--- src/rtl/led_arbiter_pkg.sv ---
// Shared types and the round-robin pick function for the LED arbiter.
// The pick searches ptr+1, ptr+2, ptr+3, then ptr itself (all mod 4).
package led_arbiter_pkg;

    localparam int NUM_SW = 4;

    typedef enum logic [1:0] {
        IDLE = 2'd0,
        SHOW = 2'd1,
        GAP  = 2'd2
    } state_t;

    typedef struct packed {
        logic       valid;
        logic [1:0] idx;
    } pick_t;

    // Walk from the farthest candidate back to the nearest, so the nearest
    // pending index after ptr is the last (and winning) assignment.
    function automatic pick_t rr_pick(input logic [NUM_SW-1:0] pending,
                                      input logic [1:0]        ptr);
        pick_t      p;
        logic [1:0] cand;
        p.valid = 1'b0;
        p.idx   = ptr;
        for (int k = NUM_SW; k >= 1; k--) begin
            cand = ptr + 2'(k);
            if (pending[cand]) begin
                p.valid = 1'b1;
                p.idx   = cand;
            end
        end
        return p;
    endfunction

endpackage

--- src/rtl/led_arbiter_debounce.sv ---
// Switch conditioning: 2-flop synchroniser, consecutive-cycle debouncer and a
// one-cycle pulse on each accepted rising edge of the debounced level.
module sw_debounce #(
    parameter int DEBOUNCE_CYCLES = 12000
) (
    input  logic clk,
    input  logic rst_n,
    input  logic sw_i,
    output logic level_o,
    output logic rise_o
);

    localparam int CW = $clog2(DEBOUNCE_CYCLES + 1);
    localparam logic [CW-1:0] CNT_LAST = CW'(DEBOUNCE_CYCLES - 1);

    logic          sync1_q;
    logic          sync2_q;
    logic          level_q;
    logic          rise_q;
    logic [CW-1:0] cnt_q;

    // The flip happens on the cycle the disagreement count would reach
    // DEBOUNCE_CYCLES, so the counter never holds that value and cannot wrap.
    always_ff @(posedge clk or negedge rst_n) begin
        if (!rst_n) begin
            sync1_q <= 1'b0;
            sync2_q <= 1'b0;
            level_q <= 1'b0;
            rise_q  <= 1'b0;
            cnt_q   <= '0;
        end else begin
            sync1_q <= sw_i;
            sync2_q <= sync1_q;
            rise_q  <= 1'b0;
            if (sync2_q == level_q) begin
                cnt_q <= '0;
            end else if (cnt_q == CNT_LAST) begin
                cnt_q   <= '0;
                level_q <= sync2_q;
                rise_q  <= sync2_q;
            end else begin
                cnt_q <= cnt_q + 1'b1;
            end
        end
    end

    assign level_o = level_q;
    assign rise_o  = rise_q;

endmodule

--- src/rtl/led_arbiter.sv ---
// Round-robin arbiter granting the icestick LEDs to debounced switch presses.
// Define LED_ARBITER_AUTOREPEAT_EN to re-queue a still-held switch at grant end.
module led_arbiter
    import led_arbiter_pkg::*;
#(
    parameter int DEBOUNCE_CYCLES = 12000,
    parameter int HOLD_CYCLES     = 6000000
) (
    input  logic clk,
    input  logic rst_n,
    input  logic SW1,
    input  logic SW2,
    input  logic SW3,
    input  logic SW4,
    output logic LED1,
    output logic LED2,
    output logic LED3,
    output logic LED4,
    output logic LED5
);

`ifdef LED_ARBITER_AUTOREPEAT_EN
    localparam bit AUTOREPEAT = 1'b1;
`else
    localparam bit AUTOREPEAT = 1'b0;
`endif

    localparam int HW = $clog2(HOLD_CYCLES + 1);
    localparam logic [HW-1:0] HOLD_LAST = HW'(HOLD_CYCLES - 1);

    logic [NUM_SW-1:0] sw_raw;
    logic [NUM_SW-1:0] level;
    logic [NUM_SW-1:0] rise;

    assign sw_raw = {SW4, SW3, SW2, SW1};

    genvar gi;
    generate
        for (gi = 0; gi < NUM_SW; gi++) begin : g_sw
            sw_debounce #(
                .DEBOUNCE_CYCLES(DEBOUNCE_CYCLES)
            ) u_deb (
                .clk    (clk),
                .rst_n  (rst_n),
                .sw_i   (sw_raw[gi]),
                .level_o(level[gi]),
                .rise_o (rise[gi])
            );
        end
    endgenerate

    state_t            state_q, state_d;
    logic [1:0]        grant_q, grant_d;
    logic [1:0]        ptr_q, ptr_d;
    logic [HW-1:0]     hold_q, hold_d;
    logic [NUM_SW-1:0] pending_q, pending_d;
    logic [NUM_SW-1:0] led_q;
    logic              busy_q;

    pick_t             pick;
    logic [NUM_SW-1:0] clr;
    logic [NUM_SW-1:0] rpt;
    logic [NUM_SW-1:0] grant_oh;

    assign grant_oh = NUM_SW'(1) << grant_q;

    always_comb begin
        pick    = rr_pick(pending_q, ptr_q);
        state_d = state_q;
        grant_d = grant_q;
        ptr_d   = ptr_q;
        hold_d  = hold_q;
        clr     = '0;
        rpt     = '0;
        case (state_q)
            IDLE, GAP: begin
                if (pick.valid) begin
                    state_d        = SHOW;
                    grant_d        = pick.idx;
                    ptr_d          = pick.idx;
                    hold_d         = '0;
                    clr[pick.idx]  = 1'b1;
                end else if (state_q == GAP) begin
                    state_d = IDLE;
                end
            end
            SHOW: begin
                if (hold_q == HOLD_LAST) begin
                    state_d = GAP;
                    hold_d  = '0;
                    // Any other pending request beats re-showing a held switch.
                    if (AUTOREPEAT && level[grant_q] && ((pending_q & ~grant_oh) == '0))
                        rpt = grant_oh;
                end else begin
                    hold_d = hold_q + 1'b1;
                end
            end
            default: state_d = IDLE;
        endcase
        // A new rise on the cycle of its own grant re-queues the request.
        pending_d = (pending_q & ~clr) | rise | rpt;
    end

    // Outputs are registered from next-state values so they line up with the FSM.
    always_ff @(posedge clk or negedge rst_n) begin
        if (!rst_n) begin
            state_q   <= IDLE;
            grant_q   <= 2'd0;
            ptr_q     <= 2'd3;
            hold_q    <= '0;
            pending_q <= '0;
            led_q     <= '0;
            busy_q    <= 1'b0;
        end else begin
            state_q   <= state_d;
            grant_q   <= grant_d;
            ptr_q     <= ptr_d;
            hold_q    <= hold_d;
            pending_q <= pending_d;
            led_q     <= (state_d == SHOW) ? (NUM_SW'(1) << grant_d) : '0;
            busy_q    <= (pending_d != '0) || (state_d != IDLE);
        end
    end

    assign LED1 = led_q[0];
    assign LED2 = led_q[1];
    assign LED3 = led_q[2];
    assign LED4 = led_q[3];
    assign LED5 = busy_q;

endmodule
--- config.mk ---
export PLATFORM = sky130hd
export DESIGN_NAME = led_arbiter
export DESIGN_NICKNAME = d
export VERILOG_FILES = /design/src/rtl/led_arbiter_pkg.sv /design/src/rtl/led_arbiter_debounce.sv /design/src/rtl/led_arbiter.sv
export SDC_FILE = /design/constraint.sdc
export NUM_CORES = 1
export LEC_CHECK = 0
export ABC_AREA = 0
export BUFFER_PORTS_ARGS = -buffer_cell sky130_fd_sc_hd__clkbuf_2
export CAP_MARGIN = 25
export CORE_MARGIN = 3
export CORE_UTILIZATION = 60
export CTS_CLUSTER_DIAMETER = 80
export CTS_CLUSTER_SIZE = 10
export DETAILED_ROUTE_END_ITERATION = 10
export PLACE_DENSITY = 0.88
export SYNTH_ARGS = -nofsm -noshare
export SYNTH_HDL_FRONTEND = slang
export SYNTH_SLANG_ARGS = --single-unit
--- constraint.sdc ---
create_clock -name clk -period 3.82 [get_ports clk]
set_input_delay 0.382 -clock clk [delete_from_list [all_inputs] [get_ports clk]]
set_output_delay 0.382 -clock clk [all_outputs]
set_load 0.01 [all_outputs]
# Yosys cells after proc, flatten, opt, wreduce, memory -nomap -nowiden
# Index checks and enable logic that the tools add are counted.
[op_classes] add_sub_neg=8 n_mul=0 div_mod_pow=0 magnitude_cmp=6 eq_ne=13 shifts=1 n_mux=42 n_bitwise=7 n_reduce_logical=13
[op_table] operator="$mux 14" count=8
[op_table] operator="$add 14x1->14 const B" count=4
[op_table] operator="$eq 14x14->1 const B" count=4
[op_table] operator="$mux 23" count=2
[op_table] operator="$pmux 23 s2" count=1
[op_table] operator="$add 23x1->23 const B" count=1
[op_table] operator="$eq 23x23->1 const B" count=1
[op_table] operator="$lt 2x3->1 const B" count=5
[op_table] operator="$mux 1" count=13
[op_table] operator="$mux 3" count=4
[op_table] operator="$mux 4" count=3
[op_table] operator="$reduce_and 2->1" count=6
[op_table] operator="$mux 2" count=5
[op_table] operator="$bmux 1 s2" count=4
[op_table] operator="$add 2x2->2 const B" count=2
[op_table] operator="$and 4x4->4" count=1
[op_table] operator="$eq 1x1->1" count=4
[op_table] operator="$eq 2x1->1 const B" count=2
[op_table] operator="$not 1->1" count=4
[op_table] operator="$not 4->4" count=1
[op_table] operator="$or 4x4->4" count=1
[op_table] operator="$pmux 2 s2" count=1
[op_table] operator="$reduce_bool 2->1" count=2
[op_table] operator="$reduce_bool 4->1" count=1
[op_table] operator="10 further kinds" count=10
[word_totals] reg_bits=110 latch_bits=0 mem_bits_rw=0 romBits=0 word_cells=117 memories=0

# Longest topological paths before layout
[logic_depth] word_depth=17 depth_mapped=7 depth_no_buf=6

# Cells and area by module
# From an unflattened synthesis, not the netlist that was laid out.
[hier_totals] cells_unflattened=531 hier_area_um2=5293.8
[modules_own_cells] module="sw_debounce" instances=4 cells_per_inst=81 area_each_um2=850.8
[modules_own_cells] module="led_arbiter" instances=1 cells_per_inst=207 area_each_um2=1890.6

# Least setup slack after synthesis
# No wires, ideal clock.
[synth_path] path_kind="register to register" startpoint="register hold_q[9]" endpoint="register hold_q[21]" setup_ns=0.124 t_arrival_ns=1.696 t_required_ns=3.696 slack_ns=2.000 stages_incl_launch_ff=6 path_buffers=0 cell_sequence="dfrtp_1 or3b_4 nor4_4 a21oi_2 and3_1 a211o_1"
[synth_via] elab_chain_len=3 elab_cells_between_ends=4
[synth_rtl] element="start, declared" line="led_arbiter.sv:55" rtl="logic [HW-1:0] hold_q, hold_d;"
[synth_rtl] element="start signal, assigned" line="led_arbiter.sv:118" rtl="hold_q <= hold_d;"
[synth_rtl] element="$add 23x1->23 / $eq 23x23->1 (equally long branches)" line="led_arbiter.sv:95, led_arbiter.sv:88"
[synth_rtl] element="$mux 23 *" line="led_arbiter.sv:88" rtl="if (hold_q == HOLD_LAST) begin"
[synth_rtl] element="$pmux 23 s2 *" line="led_arbiter.sv:75" rtl="case (state_q)"
# Every way passes the cells marked *; elsewhere a longest branch is shown, timed or not.
# A chain may end at the register's enable or synchronous reset.

# Worst setup path after layout
[layout_path] startpoint="register hold_q[0]" endpoint="register hold_q[5]"
# Same word-level chain as after synthesis.

==> summary.md <==
| Metric | Value |
|---|---|
| Yosys cell types | 53 |
| Number of global-route vias before repair | 3562 |
| Final wirelength | 9040 um |
| Post-synth EDFFs | 0 |
| Endpoint, Worst Hold | g_sw[1].u_deb.sync1_q |
| RSZ-0062 raised after global routing | false |
| Reg2Reg Launch Point | hold_q[0] |
| Post-DP HPWL | 6240 um |
| Inserted Clock Buffers | 9 |
| Max-cap viol count | 0 |
| Final design utilization | 0.669 |
| Die area | 9770 um^2 |
| Buffer and inverter count on the worst path | 1 |
| Width of the die | 98.9 um |
| Via density | 5.89 |
| Largest net degree at the start of global routing | 81 |
| Clock Sinks | 110 |
| Gate Count Post-Synth | 511 |
| Port bufs | 10 |
| Fmax | 0.443 GHz |
| Setup TNS | 0 ns |
| Fill cells | 622 |
| Maximum vdd drop | 0.000228 V |
| Row count | 33 |
| Cell area after placement | 5320 um^2 |
| Final period util | 0.591 |
| Post-route cell area | 5550 um^2 |
| Initial antenna violation count | 0 |
| Worst skew pair latency | 0.37 ns |
| CP required | 4.12 ns |
| Worst min path class | primary input to flop |
| WP data arrival | 2.55 ns |
| PwrDens | 347 nW/um^2 |
| Ant diodes | 0 |
| # Post-CTS Setup Buffers | 0 |
| FF-to-FF End | hold_q[5] |
| Sequential Area | 2760 um^2 |
| Worst path cell trace | ha_1 > nand2_1 > nor4_2 > a21oi_2 > buf_4 > o21ai_0 > a31oi_1 |
| Syn. warnings | 0 |
| Clock-pin slew on the worst setup and hold paths | 0.11 ns |
| First-pass GRT wire length | 16200 um |
| Crit Path Max Fanout | 20 |
| Core ar. | 8300 um^2 |
| Drt drc | 0 |
| Vias post-DR | 3745 |
| Worst rel slew slack | 0.551 |
| Total GRT Usage | 0.200 |
| Gr ovfl total | 0 |
| Yosys reg bits | 110 |
| Leak Pwr | 2.41 nW |
| H-tree Lvls | 3 |
| Worst hold stages | 1 |
| Hold_buf cts | 0 |
| Initial Util | 0.623 |
| Share of cells above drive strength 1 | 0.0998 |
| Setup crit start kind | flop |
| Avg Inst Size Synth | 10.1 um^2 |
| Reg2Reg Depth | 7 |
| Max-slew violation count | 0 |
| Worst R2R Setup Slack | 1.56 ns |
| Most common cell after layout, fill and taps aside | dfrtp_1 |
| Footprint of the multi-input gates | 2320 um^2 |
| CTS tree | built |
| Commonest cells after routing, fill and taps aside | 108 x dfrtp_1, 84 x nor2_1, 35 x nand3_1 |
| Routed len/inst | 14.2 um |
| Ports | 11 |
| Proportion of synthesized chip area in sequential cells | 0.533 |
| Hold Crit Start | SW2 |
| Pwr Total | 1.93 mW |
| NumNets Final | 537 |
| Slowest cell on the critical path | a21oi_2 |
| Syn-to-layout area delta | 7.35% |
| DIE HEIGHT | 98.9 um |
| Delay-heaviest family, CP | compound AO/OA/AOI/OAI gates |
| First drt pass iteration count | 5 |
| Post-synth top flop | dfrtp_1 |
| DRT iter0 DRCs | 261 |
| Post-Syn Nets | 522 |
| Antenna Violating Nets Remaining | 0 |
| CP peak stage delay | 0.55 ns |
| Min cycle time layout | 2.26 ns |
| Clk_skew | 0.0133 ns |
| CTS root buffer | clkbuf_8 |
| Post-cts sizing count | 0 |
| Final setup fails | 0 |
| Syn Std Cell Area | 5170 um^2 |
| Critical path type | flop to flop |
| Hold Fails Final Rpt | 0 |
| Worst-Margin Slew | 0.667 ns |
| FFs w/ async S/R, synth | 1.00 |
| CTS Buffer Depth | 2 |
| Placer Congestion | 0.859 |
| Status | completed |
| Critical path endpoint category | flop |
==> where the power goes <==
group / switching, mW / total, mW / internal (mW)
Sequential: 0.0134 / 1.19 / 1.18
Combinational: 0.0425 / 0.0624 / 0.0199
Clock: 0.402 / 0.671 / 0.270
==> layer usage <==
| metal | GRT usage | part of all wire | vias up |
|---|---|---|---|
| met5 | 0 | 0 | - |
| met4 | 0.0630 | 0.016 | 0 |
| met3 | 0.0432 | 0.036 | 18 |
| met2 | 0.331 | 0.50 | 72 |
| met1 | 0.266 | 0.45 | 1828 |
| li1 | - | - | 1827 |
==> registers in the layout (all words and copies together) (netlist names) <==
register            cells
hold_q                 23
g_sw.u_deb.sync1_q      4
LED5                    1
pending_q               4
g_sw.u_deb.sync2_q      4
g_sw.u_deb.level_o      4
g_sw.u_deb.rise_o       4
ptr_q                   2
grant_q                 2
g_sw.u_deb.cnt_q       56
state_q                 2
led_q                   4
==> stage by stage <==
stage | hold WS (ns) | setup slack (ns) | cells
after floorplan | 0.0864 | 2.00 | 511
after global placement | 0.334 | 1.71 | 617
after detailed placement | 0.335 | 1.57 | 617
after CTS | 0.0918 | 1.57 | 633
after global routing | 0.0937 | 1.38 | 636
final | 0.106 | 1.56 | 636
==> how the worst max path moves through the flow <==
stage                      start    endpoint  slack [ns]  depth (start not counted)
floorplan              hold_q[9]  hold_q[21]        2.00                          5
global placement    pending_q[1]        LED5        1.71                          4
detailed placement     hold_q[0]   hold_q[5]        1.57                          7
CTS                    hold_q[0]   hold_q[5]        1.57                          7
global route           hold_q[0]   hold_q[5]        1.38                          7
finish                 hold_q[0]   hold_q[5]        1.56                          7
==> layout make-up <==
type / count / area share
Sequential cell: 110 / 0.496
Clock inverter: 5 / 0.00856
Multi-Input combinational cell: 378 / 0.418
Tap cell: 105 / 0.0237
Clock buffer: 11 / 0.0255
Inverter: 12 / 0.00811
Timing Repair Buffer: 15 / 0.0203
==> cells by family after synthesis <==
family                     after synthesis  share of synthesized area
adders and majority gates                5                     0.0121
xor gates and xnor gates                52                     0.0880
buffers and inverters                   23                     0.0189
and+or+nand+nor                        247                      0.250
DFF                                    110                      0.533
AOI/OAI and AO/OA                       68                     0.0859
muxes                                    6                     0.0126
==> Yosys cell counts (7+ instances only) <==
library cell,number,area share
nor2_1,84,0.061
nor3_1,11,0.011
dfrtp_1,108,0.52
nor4_1,8,0.0097
nand4_1,19,0.023
xor2_1,26,0.044
clkbuf_1,7,0.0051
a31oi_1,16,0.019
nand3_1,35,0.034
nand2b_1,10,0.012
and3_1,13,0.016
inv_1,12,0.0087
a21oi_1,15,0.015
xnor2_1,26,0.044
o21ai_0,11,0.011
nand2_1,33,0.024
Note: power is estimated with default switching activity, not from simulation.
